===== src/rtl/aes_pkg.sv =====
// Shared AES byte-ordering definitions.
// Bit order is big-endian: byte k of a state occupies bits [8k:8k+7].
// col2row_idx maps a row-major index 4r+c to the column-major index
// 4c+r. Transposing twice gives back the original index, so the
// row-to-column loader uses this same function.
package aes_pkg;

    localparam int STATE_W   = 128;
    localparam int BYTE_W    = 8;
    localparam int NUM_BYTES = 16;

    typedef logic [0:STATE_W-1] state_t;
    typedef logic [0:BYTE_W-1]  byte_t;

    typedef enum logic {
        S_IDLE = 1'b0,
        S_SEND = 1'b1
    } unl_state_e;

    // idx[0:1] is the row and idx[2:3] is the column; swapping them transposes.
    function automatic logic [0:3] col2row_idx(input logic [0:3] idx);
        return {idx[2:3], idx[0:1]};
    endfunction

endpackage


===== src/rtl/state_byte_sel.sv =====
// Combinational 16:1 byte selector.
// Ports:
//   i_state - 128-bit state, byte k = i_state[8k:8k+7]
//   i_idx   - byte index 0..15
//   o_byte  - selected byte
module state_byte_sel
    import aes_pkg::*;
(
    input  state_t     i_state,
    input  logic [0:3] i_idx,
    output byte_t      o_byte
);

    logic [6:0] w_bit_base;

    assign w_bit_base = {i_idx, 3'b000};
    assign o_byte     = i_state[w_bit_base +: BYTE_W];

endmodule


===== src/rtl/state_col2row_unloader.sv =====
// Accepts one 128-bit AES state and emits it as 16 bytes on a byte
// stream. With COL_MAJOR=1 the bytes come out in row-major order;
// with COL_MAJOR=0 they come out in index order.
// Ports:
//   clk, rst            - clock and synchronous active-high reset
//   in_state/valid/ready - 128-bit block input handshake
//   out_byte/valid/ready - byte output handshake
//   out_last            - marks the 16th byte of a block
//   busy                - a block is held and not fully emitted
module state_col2row_unloader
    import aes_pkg::*;
#(
    parameter bit COL_MAJOR = 1'b1
) (
    input  logic         clk,
    input  logic         rst,
    input  logic [0:127] in_state,
    input  logic         in_valid,
    output logic         in_ready,
    output logic [0:7]   out_byte,
    output logic         out_valid,
    input  logic         out_ready,
    output logic         out_last,
    output logic         busy
);

    unl_state_e r_state;
    logic [0:3] r_idx;
    state_t     r_hold;
    byte_t      r_out_byte;
    logic       r_out_valid;
    logic       r_out_last;
    logic       r_busy;

    logic [0:3] w_idx_next;
    logic [0:3] w_sel_idx;
    byte_t      w_sel_byte;
    logic       w_in_hs;
    logic       w_out_hs;
    logic       w_at_last;

    assign w_at_last  = (r_idx == 4'd15);
    assign w_idx_next = r_idx + 4'd1;
    assign w_sel_idx  = COL_MAJOR ? col2row_idx(w_idx_next) : w_idx_next;

    // A new block is taken when idle, or on the cycle the last byte leaves.
    assign in_ready = !rst && ((r_state == S_IDLE) || (w_at_last && out_ready));
    assign w_in_hs  = in_valid && in_ready;
    assign w_out_hs = r_out_valid && out_ready;

    // Selects the byte to present after the current one is accepted.
    state_byte_sel u_sel (
        .i_state (r_hold),
        .i_idx   (w_sel_idx),
        .o_byte  (w_sel_byte)
    );

    always_ff @(posedge clk) begin
        if (rst) begin
            r_state     <= S_IDLE;
            r_idx       <= 4'd0;
            r_hold      <= '0;
            r_out_byte  <= '0;
            r_out_valid <= 1'b0;
            r_out_last  <= 1'b0;
            r_busy      <= 1'b0;
        end else if (w_in_hs) begin
            // Index 0 maps to held byte 0 in both orderings.
            r_state     <= S_SEND;
            r_idx       <= 4'd0;
            r_hold      <= in_state;
            r_out_byte  <= in_state[0:7];
            r_out_valid <= 1'b1;
            r_out_last  <= 1'b0;
            r_busy      <= 1'b1;
        end else if (r_state == S_SEND && w_out_hs) begin
            if (w_at_last) begin
                r_state     <= S_IDLE;
                r_idx       <= 4'd0;
                r_out_valid <= 1'b0;
                r_out_last  <= 1'b0;
                r_busy      <= 1'b0;
            end else begin
                r_idx      <= w_idx_next;
                r_out_byte <= w_sel_byte;
                r_out_last <= (w_idx_next == 4'd15);
            end
        end
    end

    assign out_byte  = r_out_byte;
    assign out_valid = r_out_valid;
    assign out_last  = r_out_last;
    assign busy      = r_busy;

endmodule


===== config.mk =====
export PLATFORM = sky130hd
export DESIGN_NAME = state_col2row_unloader
export DESIGN_NICKNAME = d
export VERILOG_FILES = /design/src/rtl/aes_pkg.sv /design/src/rtl/state_byte_sel.sv /design/src/rtl/state_col2row_unloader.sv
export SDC_FILE = /design/constraint.sdc
export NUM_CORES = 1
export LEC_CHECK = 0
export ABC_AREA = 1
export CAP_MARGIN = 20
export CORE_MARGIN = 1.5
export CORE_UTILIZATION = 30
export DETAILED_ROUTE_END_ITERATION = 10
export PLACE_DENSITY = 0.64
export SLEW_MARGIN = 20
export SYNTH_ARGS = -nofsm -noshare
export SYNTH_HDL_FRONTEND = slang
export SYNTH_SLANG_ARGS = --single-unit

===== constraint.sdc =====
create_clock -name clk -period 2.15 [get_ports clk]
set_input_delay 0.215 -clock clk [delete_from_list [all_inputs] [get_ports clk]]
set_output_delay 0.215 -clock clk [all_outputs]
set_load 0.1 [all_outputs]

# Yosys cells after proc, flatten, opt, wreduce, memory -nomap -nowiden
# Cells that the tools add are included.
# Widths: inputs -> output; s select.
# op_classes
add_sub_neg	1
mul	0
div_mod_pow	0
magnitude_cmp	0
n_eq_ne	3
n_shift	1
mux	8
bitwise_logic	2
reduce_logical	12
# ops
operator	n
$shiftx 128x8->129	1
$mux 8	3
$eq 4x4->1 const B	2
$not 7->8	1
$logic_and 1x1->1	5
$add 4x1->4 const B	1
$mux 1	4
$mux 4	1
$reduce_and 2->1	2
$reduce_bool 2->1	2
$ne 2x2->1 const B	1
$reduce_or 2->1	1
$logic_not 1->1	1
$logic_or 1x1->1	1
$not 1->1	1
# word_totals
regBits	142
latchBits	0
ramBits	0
rom_bits	0
input_bits	132
mem_count	0

# Logic depth before layout (Yosys ltp)
# depth
ltp_word	7
mapped_depth	12

# Modules after synthesis
# A second synthesis with hierarchy kept.
# unflattened
hier_cells	1062
hier_area_um2	6881.6
# modules_own_cells
module	n_inst	cells_per_inst	area_each_um2
state_col2row_unloader	1	674	5225.0
state_byte_sel	1	388	1656.6

# Least setup slack after synthesis
# No wires, ideal clock.
# synth_path
path_kind	register -> register
startpoint	register busy (netlist name)
endpoint	register r_out_byte[7] (netlist: out_byte[0])
t_arrival_ns	2.181
t_required_ns	2.079
setup_slack_ns	-0.102
path_stages_with_launch	8
n_path_buf	1
period_less_slack_ns	2.252
cell_sequence	dfxtp_1 a21boi_2 nor2_4 nand2_4 nand2_2 buf_2 o21ai_0 a21oi_1
# synth_lines
item	line	rtl
end signal: assignment	state_col2row_unloader.sv:72	r_out_byte <= in_state[0:7];
end signal: assignment	state_col2row_unloader.sv:85	r_out_byte <= w_sel_byte;
end: declaration	state_col2row_unloader.sv:30	byte_t r_out_byte;

# Worst setup path in the final report
# layout_path
startpoint	register r_idx[3] (netlist bit)
endpoint	register r_out_byte[5] (netlist: out_byte[2])
# layout_via
elab_chain_cells	7
# layout_lines
item	line	rtl
start: declaration	state_col2row_unloader.sv:28	logic [0:3] r_idx;
start signal: assignment	state_col2row_unloader.sv:84	r_idx <= w_idx_next;
parallel branches: the longest is 7 deep, another holds $add 4x1->4	--	
# Parallel ways; which one is timed is not known. The select of a mux whose other input is x is not followed.
# A chain may end at the register's enable or synchronous reset.

==> impl_metrics.yaml <==
critical_path:
  endpoint_kind: "flip-flop"
  crit_arrival_ns: 2.37
  cp-startpoint: "r_idx[3]"
  crit_type: "flip-flop to flip-flop"
  rrSetupSlack_ns: 0.14
  r2r-end: "out_byte[2]"
  cp-start-kind: "flip-flop"
  path_max_fanout: 13
  rr_worst_depth: 7
  reg2reg_from: "r_idx[3]"
  cp.required_ns: 2.51
placed_design:
  dpl_cell_area_sq_um: 7960
  placement.io_buffers: 143
  dp_hpwl_mm: 13.6
  gp_congestion: 0.830
clock_tree:
  cts-root-buf: "clkbuf_16"
  cts.sinks: 142
  htreeDepth: 4
  cts_max_path_buffers: 2
  cts_tree: "done"
  hold_buffers: 0
  clk_latency_ns: 0.42
  clk_pin_slew_worst_paths_ns: 0.06
  cts_buffers: 17
timing:
  fin_crit_ns: 2.01
  fin_skew_ns: 0.00849
  setup-violations-final: 0
  slew_headroom: 0.672
  slew_viol_final: 0
  worst_pin_slew_ns: 0.491
  hold_violations: 0
  fin_crit_sh: 0.936
  timing.fmax_mhz: 497
logic_synthesis:
  synth_area_leaders: "dfxtp_1 (45%), nand2_1 (21%), nand3_1 (14%), o21ai_0 (7.0%), inv_1 (3.8%)"
  synth_top_cell_by_area: "dfxtp_1"
  syn_area_per_cell_sq_um: 6.77
  ys_types: 23
  netlist.area_leader.share: 0.454
  syn_area_sq_um: 6270
  ys_warn_count: 0
  syn_nets: 1059
  ys_seq_elements: 142
  synth-seq-area-share: 0.454
  synthCells: 925
power_and_ir_drop:
  irDropWorstVdd_v: 0.000456
  power_density_nw_per_um2: 825
  power.leakage_nw: 3.77
final_layout:
  drive_above_1_share: 0.0764
  final_cell_mix: "nand2_1 (354), nand3_1 (177), dfxtp_1 (139)"
  multiInputGateArea_sq_um: 2890
  layout_commonest_cell: "nand2_1"
  fin_area_sq_um: 8620
  fin_util: 0.423
  num-nets-final: 1183
  fill_cells: 2107
  regArea_sq_um: 2850
  area.growth.synth_to_final_pct: 37.6
  diodes: 0
min_path:
  hold_end: "r_hold[51]"
  min-delay-path-class: "input pin to flip-flop"
  hold_depth: 3
  worstHoldStart: "in_state[76]"
floorplanning:
  initial_utilization: 0.308
  io_pins: 144
  die_area_sq_um: 21800
  fp.dieH_um: 148
  core-area_sq_um: 20400
  fp.dieW_um: 148
  rows: 52
detailed_routing:
  post_drt_wl_per_cell_um: 14.2
  drt-initial-drc-count: 438
  routed_via_density: 4.70
  drc: 0
  routed_wl_mm: 18.9
  postRouteAntennaNets: 0
  detail_route.first_pass.iterations: 5
  via_count: 6252
global_route:
  grt_pass1_vias: 5821
  antenna_found_initial: 0
  grt_pass1_wl_mm: 29.9
  track_usage: 0.175
  grt_max_degree: 67
  grt_overflow: 0
job:
  timing.max_cap.violations: 0
outcome:
  status: "complete, no violations"
flip-flops by register name, summed over array words and instances (netlist names):
register	flops
r_hold	128
out_byte	8
r_idx	4
busy	1
out_last	1
report_power, final:
group,leakage (nW),internal (W),total (W),switching (W)
Combinational,2.29,0.000423,0.000988,0.000565
Clock,0.316,0.00211,0.00322,0.00111
Sequential,1.17,0.00282,0.00290,0.0000808
worst max-delay path by stage:
| stage | to | depth (start not counted) |
|---|---|---|
| after floorplan | r_hold[76] | 10 |
| after global placement | out_byte[2] | 7 |
| after detailed placement | r_hold[44] | 10 |
| after CTS | in_ready | 7 |
| after global routing | out_byte[3] | 7 |
| final | out_byte[2] | 7 |
layer usage:
metal,part of all wire,global-route usage,vias to the layer above
met5,0,0,-
met4,0.020,0.0645,0
met2,0.45,0.271,181
li1,-,-,3205
met1,0.46,0.235,2839
met3,0.063,0.0448,27
synth_stat cells:
cell        n
o21ai_0    88
nor2_2      2
a211oi_1    1
buf_2      29
a21oi_1    10
inv_2       2
nand2_1   354
clkbuf_1   21
a21boi_2    1
nand4_1     2
a32oi_1     1
nand2_2     3
nand2_4     2
nor2_1      7
dfxtp_1   142
nor2_4      1
buf_4       7
nand3_1   177
ha_1        2
a22oi_1     1
inv_1      64
buf_1       6
clkinv_1    2
area by class of cell:
type | count | share of cell area
multi-input cells | 652 | 0.335
clock buffers | 20 | 0.0530
well taps | 270 | 0.0392
flip-flops and latches | 142 | 0.330
repair buffers | 168 | 0.191
inverters | 68 | 0.0297
clock inverters | 10 | 0.0216
worst max-delay path: stages (launching register included):
cell	delay, ns
dfxtp_2	0.35
buf_4	0.20
clkinv_1	0.27
ha_1	0.41
clkinv_1	0.21
nand3_1	0.22
nand3_1	0.14
a21oi_1	0.15
kinds of logic after synthesis:
logic type,after synthesis,synth area share
compound gates,102,0.0839
fa+ha+maj,2,0.00399
buf+inv,131,0.0885
flops,142,0.454
simple gates,548,0.370
repair_timing:
item | 4_1_cts | 5_1_grt
endpoints found under the setup margin | 0 | 29
setup buffers | 0 | 0
resized for setup | 0 | 4
metrics by stage:
stage          setup TNS (ns)  instances  setup slack (ns)  hold slack [ns]  power (W)
2_1_floorplan               0        925            0.0196            0.280    0.00349
3_3_place_gp                0       1300             0.219            0.449    0.00393
3_5_place_dp                0       1300             0.157            0.454    0.00394
4_1_cts                     0       1330            0.0541            0.316    0.00717
5_1_grt               -0.0162       1330          -0.00855            0.333    0.00739
6_report                    0       1330             0.137            0.331    0.00711
No activity file was read; power rests on OpenSTA's default activity.
